$ cat src/rtl/crc_ram_scanner.sv
// Read-only scan engine on port 2 of the 256x8 CRC RAM: streams a byte range and computes CRC-16/CCITT-FALSE.
// Optional stored-CRC compare (crc_ok, two extra reads) is enabled by defining CRC_RAM_SCAN_CHECK_EN.
module crc_ram_scanner (
  input  logic        clk,
  input  logic        reset_n,
  input  logic        start,
  input  logic [7:0]  base_addr,
  input  logic [8:0]  length,
  output logic        busy,
  output logic        done,
  output logic        len_err,
  output logic [15:0] crc,
`ifdef CRC_RAM_SCAN_CHECK_EN
  output logic        crc_ok,
`endif
  output logic [7:0]  ram_address,
  output logic        ram_chipselect,
  output logic        ram_write,
  output logic [7:0]  ram_writedata,
  output logic        ram_clken,
  input  logic [7:0]  ram_readdata
);

  localparam logic [15:0] CRC_INIT = 16'hFFFF;
  localparam logic [15:0] CRC_POLY = 16'h1021;
`ifdef CRC_RAM_SCAN_CHECK_EN
  localparam logic [8:0]  EXTRA    = 9'd2;
`else
  localparam logic [8:0]  EXTRA    = 9'd0;
`endif

  typedef enum logic [1:0] {S_IDLE, S_ISSUE, S_DRAIN, S_DONE} state_t;

  // Eight unrolled MSB-first shift steps fold one byte per clock.
  function automatic logic [15:0] crc_fold(input logic [15:0] c_in, input logic [7:0] d);
    logic [15:0] c;
    c = c_in ^ {d, 8'h00};
    for (int k = 0; k < 8; k++) begin
      c = c[15] ? ((c << 1) ^ CRC_POLY) : (c << 1);
    end
    return c;
  endfunction

  state_t      r_state;
  logic [8:0]  r_len;
  logic [8:0]  r_cnt;
  logic [8:0]  r_idx;
  logic [8:0]  r_fidx;
  logic        r_valid;
  logic [15:0] r_crc_reg;
`ifdef CRC_RAM_SCAN_CHECK_EN
  logic [7:0]  r_hi;
`endif

  logic        w_fold_data;
  logic [15:0] w_crc_next;
  logic [8:0]  w_total;

  assign ram_write     = 1'b0;
  assign ram_writedata = 8'h00;
  assign ram_clken     = 1'b1;

  // Read data lines up with chipselect delayed by one cycle; only indices below length are data bytes.
  assign w_fold_data = r_valid && (r_fidx < r_len);
  assign w_crc_next  = w_fold_data ? crc_fold(r_crc_reg, ram_readdata) : r_crc_reg;
  assign w_total     = length + EXTRA;

  // NOTE: state is updated with non-blocking assignments so every register samples pre-edge values.
  always_ff @(posedge clk or negedge reset_n) begin
    if (!reset_n) begin
      r_state        <= S_IDLE;
      r_len          <= '0;
      r_cnt          <= '0;
      r_idx          <= '0;
      r_fidx         <= '0;
      r_valid        <= 1'b0;
      r_crc_reg      <= '0;
      busy           <= 1'b0;
      done           <= 1'b0;
      len_err        <= 1'b0;
      crc            <= '0;
      ram_address    <= '0;
      ram_chipselect <= 1'b0;
`ifdef CRC_RAM_SCAN_CHECK_EN
      r_hi           <= '0;
      crc_ok         <= 1'b0;
`endif
    end else begin
      done      <= 1'b0;
      len_err   <= 1'b0;
      r_valid   <= ram_chipselect;
      r_crc_reg <= w_crc_next;
      if (r_valid) r_fidx <= r_fidx + 9'd1;
`ifdef CRC_RAM_SCAN_CHECK_EN
      if (r_valid && (r_fidx == r_len)) r_hi <= ram_readdata;
`endif

      case (r_state)
        S_IDLE: begin
          if (start) begin
            if (length > 9'd256) begin
              r_state <= S_DONE;
              done    <= 1'b1;
              len_err <= 1'b1;
`ifdef CRC_RAM_SCAN_CHECK_EN
              crc_ok  <= 1'b0;
`endif
            end else begin
              r_len       <= length;
              r_cnt       <= w_total;
              r_idx       <= '0;
              r_fidx      <= '0;
              r_crc_reg   <= CRC_INIT;
              ram_address <= base_addr;
              if (w_total == 9'd0) begin
                r_state <= S_DONE;
                done    <= 1'b1;
                crc     <= CRC_INIT;
              end else begin
                r_state        <= S_ISSUE;
                busy           <= 1'b1;
                ram_chipselect <= 1'b1;
              end
            end
          end
        end

        S_ISSUE: begin
          if (r_idx == r_cnt - 9'd1) begin
            r_state        <= S_DRAIN;
            ram_chipselect <= 1'b0;
          end else begin
            r_idx       <= r_idx + 9'd1;
            ram_address <= ram_address + 8'd1;
          end
        end

        S_DRAIN: begin
          // The last byte is on ram_readdata now, so the result is published on the way into DONE.
          r_state <= S_DONE;
          busy    <= 1'b0;
          done    <= 1'b1;
          crc     <= w_crc_next;
`ifdef CRC_RAM_SCAN_CHECK_EN
          crc_ok  <= (w_crc_next == {r_hi, ram_readdata});
`endif
        end

        S_DONE: begin
          r_state <= S_IDLE;
        end

        default: r_state <= S_IDLE;
      endcase
    end
  end

endmodule

$ cat config.mk
export PLATFORM = sky130hd
export DESIGN_NAME = crc_ram_scanner
export DESIGN_NICKNAME = d
export VERILOG_FILES = /design/src/rtl/crc_ram_scanner.sv
export SDC_FILE = /design/constraint.sdc
export NUM_CORES = 1
export LEC_CHECK = 0
export CAP_MARGIN = 25
export CORE_ASPECT_RATIO = 1.75
export CORE_MARGIN = 2
export CORE_UTILIZATION = 30
export CTS_BUF_LIST = sky130_fd_sc_hd__clkbuf_16
export CTS_CLUSTER_DIAMETER = 100
export DETAILED_ROUTE_END_ITERATION = 10
export PLACE_DENSITY_LB_ADDON = 0.15
export SLEW_MARGIN = 20
export SYNTH_ARGS = -nofsm -noshare
export SYNTH_HDL_FRONTEND = slang
export SYNTH_SLANG_ARGS = --single-unit
$ cat constraint.sdc
create_clock -name clk -period 2.5 [get_ports clk]
set_input_delay 0.375 -clock clk [delete_from_list [all_inputs] [get_ports clk]]
set_output_delay 0.375 -clock clk [all_outputs]
set_load 0.005 [all_outputs]
Word level (Yosys, flattened, before mapping)
Cells that the tools add are included.

storage, ports and cells
  output and inout port bits = 38
  word-level logic and storage cells = 95
  input bits = 28
  register bits = 74

operators by class
  reduce and logical (&&, ||, !) cells = 11
  equality and inequality tests = 10
  add/subtract/negate cells = 4
  multiplexer cells = 46
  bitwise gates (word level) = 10
  magnitude comparators = 2

operator list
  cell                                                                 number
  16-bit two-way mux                                                   7
  13-bit two-way mux                                                   8
  9-bit two-way mux                                                    7
  16-bit one-hot mux with 2 select lines                               1
  8-bit two-way mux                                                    3
  3-bit NOT                                                            8
  9-bit by 1-bit adder with 9-bit output (second input constant)       2
  9-bit one-hot mux with 2 select lines                                1
  8-bit one-hot mux with 2 select lines                                1
  16-bit bitwise XOR                                                   1
  2-bit inequality test (second input constant)                        6
  4-bit AND reduction                                                  3
  1-bit two-way mux                                                    10
  9-bit == test                                                        1
  9-bit greater-than comparator (second input constant)                1
  9-bit zero test                                                      1
  9-bit less-than comparator                                           1
  9-bit by 1-bit subtractor with 9-bit output (second input constant)  1
  8-bit by 1-bit adder with 8-bit output (second input constant)       1
  2-bit two-way mux                                                    4
  2-bit one-hot mux with 4 select lines                                1
  1-bit one-hot mux with 2 select lines                                3
  5-bit AND reduction                                                  1
  2-bit == test (second input constant)                                2
  other kinds (7)                                                      8

Depth between registers and ports, before layout
Gate-level depths: netlist (run 1).

  word-level depth = 21
  mapped depth = 12
  depth with buffers taken out = 9

Worst setup path before layout (run 1)
OpenSTA, ideal clock, no wires.

  kind = register -> register
  start = reg r_cnt[0]
  end = reg ram_address[2]
  clock period less this slack = 2.498 ns
  path buffers = 3
  cell stages (with the launch flop) = 13
  data required time = 2.374 ns
  path slack = 0.002 ns
  arrival = 2.373 ns
  setup time = 0.126 ns
  path through = dfrtp_1 inv_1 ha_1 buf_6 o21bai_1 a2111o_2 o311ai_2 a31oi_2 or2_1 buf_6 buf_6 a311oi_1 nor2_1

between the ends
  longest elaborated chain between the ends = 4

RTL lines
  what                                         line  text
  start: declaration                           46    logic [8:0] r_cnt;
  start signal: assignment                     110   r_cnt <= w_total;
  9-bit by 1-bit subtractor with 9-bit output  129   if (r_idx == r_cnt - 9'd1) begin
  9-bit == test                                129
  2-bit inequality test (no line)              -
  4-bit AND reduction (no line)                -
  end signal: assignment                       114   ram_address <= base_addr;
  end signal: assignment                       134   ram_address <= ram_address + 8'd1;
  end: declaration                             16    output logic [7:0] ram_address,

No other way between the ends.
A chain may end at the register's enable or synchronous reset.

Worst setup path after layout (run 1)
  start = reg r_cnt[1]
  end = reg ram_address[6]

The elaborated chain is that of the path after synthesis.

==> results of run 1 <==
-- Yosys cell counts, drive strengths merged, types with 3 or more instances --
cell type,instances
xnor2,27
xor2,14
nor3,6
nor2,40
nand4,7
inv,23
a41oi,3
a311oi,3
and3,8
dfrtp,74
a31oi,9
buf,15
nand3,7
mux2i,25
a21oi,30
a22o,5
or3,8
clkbuf,18
ha,18
nand2,50
a221o,3
or2,3
nor4,8
o21ai,21
-- per-layer routing --
layer | part of all wire (%) | GRT usage [%]
met1 | 37 | 16.5
met2 | 57 | 31.7
met3 | 3.0 | 3.15
met4 | 2.7 | 7.18
met5 | 0 | 0
-- through the flow --
stage / hold slack [ps] / power [mW]
final: 51.3 / 7.56
after global routing: 79.3 / 8.22
after CTS: 60.7 / 7.62
after detailed placement: 421 / 6.20
after global placement: 416 / 6.11
after floorplan: 79.4 / 4.63
-- area by class of cell --
type	instances	area [um2]	area share, %
Multi-Input combinational cell	336	2280	39.8
Sequential cell	74	1850	32.3
Timing Repair Buffer	106	981	17.1
Clock buffer	9	225	3.92
Tap cell	180	225	3.92
Inverter	23	86.3	1.50
Clock inverter	6	83.8	1.46
-- worst max-delay path: stages, from the launching register on --
cell and delay [ps]:
dfrtp_1 380, buf_4 150, or2_2 330, a21oi_1 180, o311ai_2 100, a31oi_2 200, buf_4 170, nor2_4 70
or3_1 350, a311o_1 350
-- repair_timing --
action	CTS	global route
buffers inserted	0	1
setup endpoints to repair	7	10
pin swaps	0	2
resized for setup	3	9
-- where the power goes --
group	internal, mW	switching [mW]	leakage (nW)
Sequential	1.70	0.434	0.862
Clock	0.863	0.499	0.150
Combinational	2.00	2.06	1.44
-- path summary, 6_finish.rpt --
path / start / endpoint / slack (ps) / cells after the start
worst max register to register: r_cnt[1]$_DFFE_PN0P_ / ram_address[6]$_DFFE_PN0P_ / 90 / 9
max in group asynchronous: reset_n / ram_address[7]$_DFFE_PN0P_ / 1850 / 2
min in group clk: ram_chipselect$_DFFE_PN0P_ / r_valid$_DFF_PN0_ / 460 / 0
worst min-delay path: reset_n / r_crc_reg[13]$_DFF_PN0_ / 50 / 1
worst max-delay path: r_cnt[1]$_DFFE_PN0P_ / ram_address[6]$_DFFE_PN0P_ / 90 / 9
worst min register to register: ram_chipselect$_DFFE_PN0P_ / r_valid$_DFF_PN0_ / 460 / 0
-- logic make-up after synthesis --
kind of cell | Yosys count | share of synthesized area, %
and+or+nand+nor | 147 | 16.4
AOI/OAI and AO/OA | 95 | 14.9
DFF | 74 | 42.8
buffers and inverters | 56 | 6.53
xor gates and xnor gates | 41 | 8.29
muxes | 25 | 5.78
adders and majority gates | 18 | 5.20
other | 2 | 0.173
==> flow_results.org, run 1 <==
** Run status
- Status :: finished clean

** Final layout
- Share of cells above drive strength 1 :: 16.1%
- Area growth syn-to-layout :: 32.5%
- Leaving out fill and tap cells, the most frequent cells in the layout are dfrtp_1, clkdlybuf4s50_1, nand2_1.
- Final net count :: 596
- Leading cell type in the layout, fill and taps excluded :: dfrtp_1
- Layout Cell Area excl Fill :: 5740 um2
- The repair_antennas step left the layout with diodes totalling 0.
- Layout fillers :: 1478
- Number of cells in the finished layout apart from fillers :: 734
- Once layout is complete, the utilization of the core stands at 40.3%.

** Global routing
- The number of global-route vias before repair was 3884.
- Maximum number of pins on one net before global-route repair :: 43
- Antenna violations before repair :: 0
- The first global-routing pass estimated 19300 um of wire.
- Residual overflow from global routing :: 0
- Global routing used 16.4% of the available tracks.

** STA
- The worst pin sits at a relative slew slack of 60.4%.
- Final worst slack :: 90.7 ps
- Clock skew after layout :: 6.94 ps
- Setup violations remaining at the end of the flow were counted as 0.
- Number of pins with negative max-slew slack in the final report :: 0
- RSZ-0062 raised after global routing :: true
- Timing would allow up to 0.415 GHz.
- At the pin with the least slew margin, the transition time is 594 ps.
- Final Hold Violating Endpoints :: 0
- Portion of the clock cycle consumed by the worst path in the final layout :: 96.4%
- Total negative setup slack :: 0 ps
- Post-route minimum period :: 2410 ps

** Drt
- Across all layers, the routed design uses 3643 vias.
- Using the TritonRoute via totals, the vias-per-cell ratio works out to 4.96.
- The pre-antenna-repair detailed-routing pass consisted of 6 iterations.
- Detail Route Antenna Nets :: 0
- For this block, the initial DRC count from the detailed router was 111.
- Wirelength, routed :: 12100 um
- In the routed design, unresolved DRC markers number 0.
- Average wire per cell in the routed design :: 16.5 um

** Critical path
- At the worst endpoint, the arrival time is 2620 ps.
- STA puts the critical path data required time at 2710 ps.
- Critical path class :: reg -> reg
- Setup crit end kind :: flip-flop
- Biggest fanout along the worst timing path :: 8
- The worst setup path is launched from a flip-flop.

** Synthesis
- Share of synthesized registers carrying an async set or reset :: 100%
- The Yosys step of the flow raised 0 warnings.
- Of the post-synthesis cell area, the dominant cell type holds 42.8%.
- Post-Synthesis Cells :: 458
- Number of distinct library cells after synthesis :: 57
- After synthesis the cells add up to 4330 um2.
- After synthesis the netlist holds a flip-flop and latch count of 74.
- Avg Inst Size Synth :: 9.45 um2
- In the synthesized netlist the dominant register cell turns out to be dfrtp_1.
- Cell type with the highest aggregate area in the netlist :: dfrtp_1
- Dominant cells by area after synthesis :: dfrtp_1, mux2i_1, xnor2_1
- Seq/Total Area, Yosys :: 42.8%
- The synthesized design contains 0 enable-type register cells.

** Floorplan
- Starting Density :: 30.4%
- Cell Rows :: 58
- The die is 163 um tall.
- The floorplan step defined a die boundary enclosing 15400 um2.
- 66 I/O pins were placed.
- Floorplan die width :: 94.8 um
- Placeable core region :: 14200 um2

** Placed design
- Cell count after placement :: 718
- Summed over all nets, the half-perimeter wirelength after detailed placement is 9230 um.
- In this run the tool buffered the top-level ports with 55 buffer cells.
- The placed instances occupy a cell area of 5360 um2.
- Placement Setup Slack :: -182 ps
- Routability Congestion :: 0.817

** Clock network
- Clock-pin slew of the registers on the worst-case setup and hold paths :: 60 ps
- TritonCTS built the clock tree.
- Hold buffer count at CTS :: 0
- Max clock buf depth :: 2
- The number of clock buffers added by TritonCTS is 9.
- Root cell of the clock tree :: clkbuf_16
- CTS H-Tree Depth :: 3
- Clk sink count :: 74
- Later-pin clock latency in the skew report :: 330 ps

** Pwr
- Peak ir drop on the vdd network :: 0.435 mV
- For this design the static power due to leakage is 2.45 nW.
- Power spread over the standard cell area amounts to 1320 nW/um2.

** Worst hold path
- Worst min path class :: in -> async

** Job
- Max-cap violations in this run came to 0.
(Power assumes the default switching activity.)
==> run 2, diff against run 1 <==
Settings changed: DONT_BUFFER_PORTS set to 1.
==> run 2 against run 1 <==
First-iteration DRC count rose by 5.4%; sequential share of layout area increased by 4.6 points; non-clock buffer count decreased by 70; final area down 12%; core utilization decreased by 5.0 points; critical endpoint is now r_idx[8]$_DFFE_PN0P_; setup slack improved by 39 ps; combinational power fell by 12%; register-to-register slack gained 40 ps.
==> flow_results.org, run 2 (synthesized netlist as in run 1, its figures left out) <==
** Run status
- Status :: finished clean

** STA
- Across all setup checks in the final design, the least slack found is 129 ps.
- Measured against its own limit, the worst slew margin works out to 45.0%.
- The tightest hold path in the finished design has a slack of 154 ps.
- Number of pins with negative max-slew slack in the final report :: 0
- After layout, the worst path uses 94.8% of the clock period.
- Clock skew after layout :: 7.44 ps
- Slew at the pin closest to its max-slew limit :: 817 ps
- Timing would allow up to 0.422 GHz.
- Setup repair after global routing left no endpoint under its margin.
- Setup-violating endpoint count in the final report :: 0
- The number of endpoints with negative hold slack in the final report is 0.
- The clock period could shrink to 2370 ps.

** Final layout
- For this run, the post-layout net count is 526.
- The layout has 1511 filler cells.
- For this run, the share of the core covered by cells in the final layout is 35.3%.
- The area growth from synthesis to layout is 16.1%.
- The post-route netlist has 14.2% of its cells at a drive strength greater than 1.
- The library cell used most frequently in the layout, excluding fill and tap cells, is dfrtp_1.
- Count of inserted antenna diode cells :: 0
- The top cell types in the final layout, fill and taps aside, are dfrtp_1, nand2_1, nor2_1.
- Layout Cell Area excl Fill :: 5030 um2

** Floorplan
- The floorplan step defined a core boundary enclosing 14200 um2.
- Cell Rows :: 58
- Floorplan die width :: 94.8 um
- Die height :: 163 um
- Starting Density :: 30.4%
- I/O Pins :: 66
- Die area :: 15400 um2

** Worst hold path
- The tightest min-delay check is of the in -> reg type.
- The startpoint identified for the worst hold timing path is length[8].
- Hold-critical path endpoint :: r_cnt[8]$_DFFE_PN0P_
- Along the worst hold path, the cell count comes to 2.

** Drt
- Drt initial violations :: 117
- Vias post-DR :: 3333
- In this run the remaining antenna-violating nets after routing total 0.
- The routed design has 11700 um of wire.
- Dividing the detail-routed wire length by the instance count gives 17.6 um.
- Dividing the detail-routed via count by the number of cells gives 5.01.
- For this run, design rule violations remaining after detail routing come to 0.
- DRT Pass-1 Iters :: 4

** Clock network
- Clock-pin slew was measured on the worst setup and hold paths at 60 ps.
- Root cell of the clock tree :: clkbuf_16
- TritonCTS built the clock tree.
- TritonCTS created 9 clock buffers.
- CTS H-Tree Depth :: 3
- Later-pin clock latency in the skew report :: 340 ps
- The clock drives 74 sinks.
- The longest clock path from root to sink contains 2 buffers.

** Global routing
- Met2 Usage GRT :: 30.4%
- In the global route stage, met3 resource usage came out at 3.47%.
- GR peak layer :: met2
- The total overflow left after global routing is 0.
- First-pass GRT wire length :: 18600 um
- Global routing used 17.0% of the available met1 tracks.
- The number of global-route vias before repair came to 3468.
- Antenna violations before repair :: 0
- Entering global routing, the biggest net connects 75 pins.
- For this run, the total global-route usage over all layers was measured as 16.0%.

** Critical path
- The startpoint identified for the worst register-to-register timing path is r_cnt[0]$_DFFE_PN0P_.
- The worst setup path is of the reg -> reg kind.
- Setup slack on the worst flop-to-flop path :: 130 ps
- The endpoint identified for the worst register-to-register timing path is r_idx[8]$_DFFE_PN0P_.
- Setup crit end kind :: flip-flop
- Standard cell with the maximum stage delay on the critical path :: dfrtp_1
- Critical Path, Cell by Cell :: buf_4 -> or2_2 -> nor4_1 -> xnor2_1 -> nand4_1 -> or2_1 -> buf_6 -> and3_1 -> a221o_1
- STA classifies the critical path startpoint as a flip-flop.
- Along the worst path, the maximum fanout reaches 6.
- Max incr delay on CP :: 380 ps
- For the worst flop-to-flop path, the logic depth is 9.
- At the worst endpoint, the arrival time is 2590 ps.
- At the worst endpoint, the required time is 2720 ps.

** Placed design
- Routability-driven placement finished with a final weighted congestion of 0.779.
- At the placement stage, the worst setup path has a slack of -12.7 ps.
- Placed inst area :: 4660 um2
- DPL Wire Length :: 8730 um
- Count of input and output buffers :: 0

** Pwr
- Total power divided by cell area :: 1400 nW/um2
- Leakage power of the design :: 2.14 nW
- Peak ir drop on the vdd network :: 0.474 mV

** Job
- Max-Cap Viols :: 0
-- run 2: metrics by stage --
stage          std cells  total power [mW]  TNS (ps)
3_5_place_dp         646              5.75     -22.1
2_1_floorplan        466              4.63         0
4_1_cts              664              7.10         0
6_report             665              7.03         0
3_3_place_gp         646              5.68     -3.41
5_1_grt              665              7.66         0
-- run 2: worst max-delay path: cells and delay by family (launching register included) --
family	cells	cell delay, ps
compound gates	1	280
xor+xnor	1	160
buf+inv	2	310
flops	1	380
simple gates	5	1130
-- run 2: where the power goes --
part | leakage [nW] | switching, mW | internal (mW)
combinational | 1.15 | 1.94 | 1.65
sequential | 0.861 | 0.485 | 1.70
clock | 0.131 | 0.571 | 0.690
-- run 2: repair_timing --
action,in CTS,in global routing
pin swaps,0,6
cloned,0,0
endpoints found under the setup margin,5,13
hold endpoints to repair,74,0
hold buffers,2,0
gates resized for setup,3,5
buffers inserted,0,1
-- run 2: cell type report --
class	instances	area [um2]	share of cell area, %
well taps	180	225	4.48
repair buffers	36	325	6.47
inverters	23	86.3	1.72
clock inverters	7	60.1	1.19
clock buffers	9	225	4.48
multi-input cells	336	2250	44.8
flip-flops and latches	74	1850	36.9
-- run 2: worst max-delay path by stage --
stage                                       to                 start  cells past startpoint
floorplan           ram_address[2]$_DFFE_PN0P_  r_cnt[0]$_DFFE_PN0P_                     12
global placement    ram_address[4]$_DFFE_PN0P_  r_cnt[0]$_DFFE_PN0P_                     10
detailed placement  ram_address[4]$_DFFE_PN0P_  r_cnt[0]$_DFFE_PN0P_                     10
CTS                       r_idx[7]$_DFFE_PN0P_  r_cnt[0]$_DFFE_PN0P_                     10
global route              r_idx[7]$_DFFE_PN0P_  r_cnt[1]$_DFFE_PN0P_                     10
finish                    r_idx[8]$_DFFE_PN0P_  r_cnt[0]$_DFFE_PN0P_                      9
-- run 2: metal layers --
| layer | wire [um] | up-vias |
|---|---|---|
| met5 | 0 | - |
| met4 | 138 | 0 |
| met3 | 514 | 7 |
| met2 | 6550 | 59 |
| met1 | 4490 | 1639 |
| li1 | - | 1628 |
